[config.mk]
export PLATFORM = sky130hd
export DESIGN_NAME = note_sequencer
export DESIGN_NICKNAME = d
export VERILOG_FILES = /design/src/rtl/note_sequencer.sv
export SDC_FILE = /design/constraint.sdc
export NUM_CORES = 1
export LEC_CHECK = 0
export ABC_AREA = 1
export BUFFER_PORTS_ARGS = -buffer_cell sky130_fd_sc_hd__clkbuf_2
export CAP_MARGIN = 40
export CORE_MARGIN = 10
export CORE_UTILIZATION = 40
export CTS_BUF_LIST = sky130_fd_sc_hd__clkbuf_4
export CTS_CLUSTER_SIZE = 16
export DETAILED_ROUTE_END_ITERATION = 8
export GPL_TIMING_DRIVEN = 1
export HOLD_SLACK_MARGIN = 0.06
export PLACE_DENSITY = 0.56
export SETUP_SLACK_MARGIN = 0.2
export SLEW_MARGIN = 10
export SYNTH_ARGS = -nofsm -noshare
export SYNTH_HDL_FRONTEND = slang
export SYNTH_SLANG_ARGS = --single-unit
export TNS_END_PERCENT = 1
[constraint.sdc]
create_clock -name clk -period 3.13 [get_ports clk]
set_input_delay 0.626 -clock clk [delete_from_list [all_inputs] [get_ports clk]]
set_output_delay 0.626 -clock clk [all_outputs]
set_load 0.005 [all_outputs]
[src/rtl/note_sequencer.sv]
// Song ROM player: fetches 16-bit words {duration, note code} and holds each note
// for duration beat ticks, with optional silent gap ticks between notes.
module note_sequencer #(
  parameter int TICK_DIV  = 12000,
  parameter int GAP_TICKS = 1,
  parameter int ADDR_W    = 8
) (
  input  logic              clk,
  input  logic              rst_n,
  input  logic              start,
  input  logic              stop,
  input  logic              loop_en,
  output logic [ADDR_W-1:0] rom_addr,
  input  logic [15:0]       rom_data,
  output logic [9:0]        note,
  output logic              note_valid,
  output logic              busy,
  output logic              done
);

  localparam int PRESC_W = (TICK_DIV > 1) ? $clog2(TICK_DIV) : 1;
  localparam int GAP_W   = (GAP_TICKS > 0) ? $clog2(GAP_TICKS + 1) : 1;

  typedef enum logic [2:0] {
    IDLE,
    FETCH,
    LOAD,
    PLAY,
    GAP
  } state_e;

  state_e              state_q, state_d;
  logic [ADDR_W-1:0]   addr_q, addr_d;
  logic [9:0]          note_q, note_d;
  logic                valid_q, valid_d;
  logic [5:0]          tick_q, tick_d;
  logic [PRESC_W-1:0]  presc_q, presc_d;
  logic [GAP_W-1:0]    gap_q, gap_d;
  logic                done_q, done_d;
  logic                tick;

  assign tick = (presc_q == PRESC_W'(TICK_DIV - 1));

  always_ff @(posedge clk or negedge rst_n) begin
    if (!rst_n) begin
      state_q <= IDLE;
      addr_q  <= '0;
      note_q  <= '0;
      valid_q <= 1'b0;
      tick_q  <= '0;
      presc_q <= '0;
      gap_q   <= '0;
      done_q  <= 1'b0;
    end else begin
      state_q <= state_d;
      addr_q  <= addr_d;
      note_q  <= note_d;
      valid_q <= valid_d;
      tick_q  <= tick_d;
      presc_q <= presc_d;
      gap_q   <= gap_d;
      done_q  <= done_d;
    end
  end

  always_comb begin
    state_d = state_q;
    addr_d  = addr_q;
    note_d  = note_q;
    valid_d = valid_q;
    tick_d  = tick_q;
    presc_d = presc_q;
    gap_d   = gap_q;
    done_d  = 1'b0;

    // stop overrides every transition; the ROM address is deliberately kept
    if (stop) begin
      state_d = IDLE;
      note_d  = '0;
      valid_d = 1'b0;
      tick_d  = '0;
      presc_d = '0;
      gap_d   = '0;
    end else begin
      case (state_q)
        IDLE: begin
          if (start) begin
            state_d = FETCH;
            addr_d  = '0;
          end
        end

        FETCH: state_d = LOAD;

        LOAD: begin
          if (rom_data[15:10] == 6'd0) begin
            if (loop_en) begin
              addr_d  = '0;
              state_d = FETCH;
            end else begin
              done_d  = 1'b1;
              state_d = IDLE;
            end
          end else begin
            note_d  = rom_data[9:0];
            valid_d = |rom_data[9:0];
            tick_d  = rom_data[15:10];
            presc_d = '0;
            state_d = PLAY;
          end
        end

        PLAY: begin
          if (tick) begin
            presc_d = '0;
            tick_d  = tick_q - 6'd1;
            if (tick_q == 6'd1) begin
              addr_d  = addr_q + ADDR_W'(1);
              note_d  = '0;
              valid_d = 1'b0;
              if (GAP_TICKS > 0) begin
                gap_d   = GAP_W'(GAP_TICKS);
                state_d = GAP;
              end else begin
                state_d = FETCH;
              end
            end
          end else begin
            presc_d = presc_q + PRESC_W'(1);
          end
        end

        GAP: begin
          if (tick) begin
            presc_d = '0;
            gap_d   = gap_q - GAP_W'(1);
            if (gap_q == GAP_W'(1)) begin
              state_d = FETCH;
            end
          end else begin
            presc_d = presc_q + PRESC_W'(1);
          end
        end

        default: state_d = IDLE;
      endcase
    end
  end

  assign rom_addr   = addr_q;
  assign note       = note_q;
  assign note_valid = valid_q;
  assign busy       = (state_q != IDLE);
  assign done       = done_q;

endmodule

Yosys cells after proc, flatten, opt, wreduce, memory -nomap -nowiden
Index checks and enable logic that the tools add are counted.
{"block": "op_classes", "bitwise": 1, "n_eq_ne": 17, "n_reduce_logical": 15, "n_addsub": 4, "mux": 42}
{"cell": "14-bit two-way mux", "n": 3}
{"cell": "10-bit two-way mux", "n": 4}
{"cell": "8-bit two-way mux", "n": 5}
{"cell": "14-bit case mux with 2 select lines", "n": 1}
{"cell": "8-bit case mux with 3 select lines", "n": 1}
{"cell": "3-bit two-way mux", "n": 7}
{"cell": "10-bit case mux with 2 select lines", "n": 1}
{"cell": "6-bit two-way mux", "n": 3}
{"cell": "3-bit inequality test, second input constant", "n": 6}
{"cell": "3-bit case mux with 5 select lines", "n": 1}
{"cell": "3-bit nonzero test", "n": 5}
{"cell": "14-bit by 1-bit adder with 14-bit output, second input constant", "n": 1}
{"cell": "14-bit == test, second input constant", "n": 1}
{"cell": "1-bit two-way mux", "n": 13}
{"cell": "6-bit case mux with 2 select lines", "n": 1}
{"cell": "2-bit inequality test, second input constant", "n": 5}
{"cell": "10-bit OR reduction", "n": 1}
{"cell": "8-bit by 1-bit adder with 8-bit output, second input constant", "n": 1}
{"cell": "4-bit AND reduction", "n": 2}
{"cell": "7-bit AND reduction", "n": 1}
{"cell": "3-bit by 2-bit == test with 1-bit output, second input constant", "n": 2}
{"cell": "6-bit by 1-bit == test with 1-bit output, second input constant", "n": 1}
{"cell": "6-bit zero test", "n": 1}
{"cell": "6-bit by 1-bit subtractor with 6-bit output, second input constant", "n": 1}
{"cell": "other kinds (10)", "n": 11}
{"block": "totals", "output_inout_bits": 21, "word_cells": 87, "register_bits": 44}

Longest topological paths before layout
{"block": "logic_depth", "word_depth": 5, "mapped_depth": 12, "mapped_depth_nobuf": 11}

Worst setup path before layout
No wires, ideal clock.
{"block": "synth_timing", "kind": "input -> register", "from": "in stop", "to": "reg addr_q[7] (netlist: rom_addr[7])", "setup_time_ps": 118, "path_stages": 8, "t_arrival_ps": 1521, "path_slack_ps": 1491, "cell_sequence": "inv_2 -> nand2_1 -> a21oi_1 -> nand2_1 -> a21oi_2 -> nand3_2 -> nand2_1 -> nand2_1"}
{"block": "synth_via", "elab_chain_cells": 2}
{"element": "from (decl)", "line_no": "11", "rtl": "input logic stop,"}
{"element": "1-bit NOT (no line)"}
{"element": "7-bit AND reduction (no line)"}
{"element": "to (signal assigned)", "line_no": "56", "rtl": "addr_q <= addr_d;"}
{"element": "to (decl)", "line_no": "33", "rtl": "logic [ADDR_W-1:0] addr_q, addr_d;"}
No other way between the ends.
A chain may end at the register's enable or synchronous reset.

Worst setup path after layout
{"block": "layout_timing", "from": "reg presc_q[0]", "to": "reg note_q[5] (netlist: note[5])"}
{"block": "layout_via", "elab_chain_cells": 3}
{"element": "from (decl)", "line_no": "37", "rtl": "logic [PRESC_W-1:0] presc_q, presc_d;"}
{"element": "from (signal assigned)", "line_no": "60", "rtl": "presc_q <= presc_d;"}
{"element": "14-bit == test", "line_no": "42", "rtl": "assign tick = (presc_q == PRESC_W'(TICK_DIV - 1));"}
{"element": "3-bit inequality test (no line)"}
{"element": "4-bit AND reduction (no line)"}
{"element": "to (signal assigned)", "line_no": "57", "rtl": "note_q <= note_d;"}
{"element": "to (decl)", "line_no": "34", "rtl": "logic [9:0] note_q, note_d;"}
No other way between the ends.

==> flow_metrics.py <==
metrics = {
    "run_status": {
        "outcome": "complete, no violations",
    },
    "grt": {
        "grt_pass1_wl_um": 11990,
        "track_usage": 0.1314,
        "grt_max_degree": 45,
        "antenna_found_initial": 0,
        "grt_pass1_vias": 2529,
        "grt_overflow": 0,
    },
    "drt": {
        "drt_iter0_drc": 84,
        "vias_per_cell": 4.709,
        "ant_nets": 0,
        "first_pass_iters": 4,
        "routed.top_layer": "met4",
        "vias": 2585,
        "route.detailed.drc": 0,
        "route.met3.wl_um": 409,
        "routed_wl_um": 7041,
        "wire_per_inst_um": 12.83,
        "drt-met1-wl_um": 3412,
        "wl_met2_um": 3146,
    },
    "place": {
        "portBuffers": 41,
        "hpwl_um": 5375,
        "place_inst": 541,
        "post-place-ws_ns": 0.9303,
        "place_congestion": 0.8325,
    },
    "logic_synthesis": {
        "avgSynthCellArea_um2": 6.978,
        "yosys_warnings": 0,
        "ys_ff_latch": 44,
        "ys_seq_area_frac": 0.3877,
        "syn_area_um2": 2840,
        "netlist_instances": 407,
        "synth_nets": 432,
        "ys_types": 30,
    },
    "worst_setup_path": {
        "r2r_slack_ns": 1.08,
        "worstPathArrival_ns": 2.34,
        "cp_cell_sequence": "ha_1, nand2_1, nor2_4, nand2_2, nor2_4, nor2_4, nor2_4, nand2_2, nand2_1, nand2_1",
        "required_ns": 3.41,
        "endpoint_kind": "flop",
        "cp_slowest_stage_delay_ns": 0.42,
        "r2r_start": "presc_q[0]",
        "cp.depth": 10,
        "start_kind": "flop",
        "path_max_fanout": 15,
        "worst-path-buf-inv": 0,
        "path_delay_family": "simple AND/OR/NAND/NOR gates",
        "crit_slowest_cell": "dfrtp_1",
        "cpMostUsedCell": "nor2_4",
        "reg2reg_depth": 10,
        "reg2reg_to": "note[5]",
        "crit_type": "reg2reg",
    },
    "min_path": {
        "hold_class": "in2async",
    },
    "floorplan": {
        "ios": 42,
        "fp.dieW_um": 104.3,
        "core_area_um2": 6832,
        "dieArea_um2": 10870,
        "die_h_um": 104.3,
        "fp-row-count": 30,
        "initial_core_util": 0.4158,
    },
    "sta": {
        "timing.final.ws_setup_ns": 1.078,
        "finalSetupTns_ns": 0,
        "setup_violations": 0,
        "worstMarginPinSlew_ns": 0.5873,
        "rsz0062_at_grt": "no",
        "fmax_mhz": 487.2,
        "skew_ns": 0.01599,
        "slew_viol_final": 0,
        "min_period_over_period": 0.6557,
        "slew_headroom": 0.6085,
        "hold_viol_final": 0,
        "min_period_ns": 2.052,
    },
    "cts": {
        "numClockSinks": 44,
        "cts_tree": "yes",
        "cts_buffer_depth": 2,
        "cts_resized": 0,
        "post-cts-setup-buffers": 0,
        "clk_latency_ns": 0.37,
        "clock-root-buffer": "clkbuf_4",
        "clk_pin_slew_ns": 0.14,
        "numCtsBuffers": 5,
        "cts_hold_buf": 0,
        "htreeDepth": 2,
    },
    "finish": {
        "fin_cells": 549,
        "fin_nets": 477,
        "drive_gt1_frac": 0.1766,
        "synthToLayoutAreaGrowth_pct": 15.11,
        "antenna_cells": 0,
        "fin_util": 0.4786,
    },
    "power_and_ir_drop": {
        "power_mw": 2.023,
        "p_leak_nw": 1.755,
        "vdd_ir_drop_max_uv": 247.1,
        "power_density_nw_per_um2": 618.8,
    },
    "job": {
        "maxCapViolations": 0,
    },
}
-- per-layer routing --
metal  vias up  GRT usage
met2        57     0.2032
li1       1371          -
met3         6    0.04027
met4         0    0.03280
met5         -          0
met1      1151     0.1732
-- metrics by stage --
stage	area, um2	hold slack (ns)
after floorplan	2840	0.3304
after global placement	3142	0.4581
after detailed placement	3142	0.4623
after CTS	3269	0.3418
after global routing	3269	0.3484
final	3269	0.3174
-- state kept, by name, summed over array words and instances (netlist names) --
signal      flops
rom_addr        8
note           10
tick_q          6
gap_q           1
presc_q        14
note_valid      1
state_q         3
done            1
-- logic make-up (layout without fill, tap and decap cells) --
group                    count (synthesis)  count (layout)  synth area share
AO/OA/AOI/OAI                           41              41           0.08238
XOR/XNOR                                 8               8           0.02467
adder cells (fa/ha/maj)                  4               4           0.01762
buffers and inverters                   66             112           0.09295
flip-flops                              44              44            0.3877
AND/OR/NAND/NOR                        244             244            0.3947
-- worst max path at each step --
stage / to / startpoint
after global placement: rom_addr[7] / stop
after global routing: note[1] / presc_q[0]
final: note[5] / presc_q[0]
after detailed placement: rom_addr[7] / stop
after floorplan: rom_addr[7] / stop
after CTS: note[6] / presc_q[0]
-- final cells by class --
| type | instances | area, um2 |
|---|---|---|
| Multi-Input combinational cell | 297 | 1475 |
| Fill cell | 714 | 3562 |
| Clock buffer | 5 | 37.54 |
| Timing Repair Buffer | 42 | 212.7 |
| Sequential cell | 44 | 1101 |
| Inverter | 62 | 232.7 |
| Clock inverter | 3 | 90.09 |
| Tap cell | 96 | 120.1 |
-- cells in the mapped netlist --
| master | instances | share of area |
|---|---|---|
| buf_6 | 2 | 0.0079 |
| nand2_1 | 116 | 0.15 |
| nor3_1 | 2 | 0.0035 |
| nand2_4 | 1 | 0.0040 |
| nand3b_1 | 4 | 0.011 |
| a21oi_1 | 9 | 0.016 |
| ha_1 | 4 | 0.018 |
| nor2_8 | 1 | 0.0070 |
| a21oi_2 | 1 | 0.0031 |
| xor2_1 | 6 | 0.019 |
| buf_1 | 1 | 0.0013 |
| inv_2 | 7 | 0.0093 |
| dfrtp_1 | 44 | 0.39 |
| buf_2 | 1 | 0.0018 |
| nor3b_1 | 2 | 0.0053 |
| nand2_2 | 11 | 0.024 |
| xnor2_1 | 2 | 0.0062 |
| nor2_2 | 2 | 0.0044 |
| a21oi_4 | 1 | 0.0057 |
| nor2_4 | 5 | 0.020 |
| nor2_1 | 47 | 0.062 |
| a21boi_0 | 1 | 0.0026 |
| nand3_2 | 1 | 0.0035 |
| nand4_1 | 12 | 0.026 |
| nand3_1 | 40 | 0.070 |
| inv_1 | 55 | 0.073 |
| o21ai_0 | 24 | 0.042 |
| o2111ai_1 | 1 | 0.0031 |
| o22ai_1 | 2 | 0.0044 |
| o21bai_1 | 2 | 0.0053 |
-- cell usage in the layout (no fill, tap or decap), drive strengths merged --
cell type  Yosys  routed
o21bai         2       2
ha             4       4
bufinv         0       3
a21oi         11      11
clkbuf         0      46
nand4         12      12
buf            4       1
xnor2          2       2
nor2          55      55
a21boi         1       1
nor3           2       2
inv           62      62
xor2           6       6
nor3b          2       2
o22ai          2       2
nand3         41      41
nand2        128     128
o2111ai        1       1
o21ai         24      24
dfrtp         44      44
nand3b         4       4
-- where the power goes --
group          total, mW  switching (mW)  internal (mW)
Combinational      0.740           0.496          0.244
Clock              0.529           0.200          0.329
Sequential         0.754          0.0854          0.669
Total               2.02           0.781           1.24
Note: power is estimated with default switching activity, not from simulation.
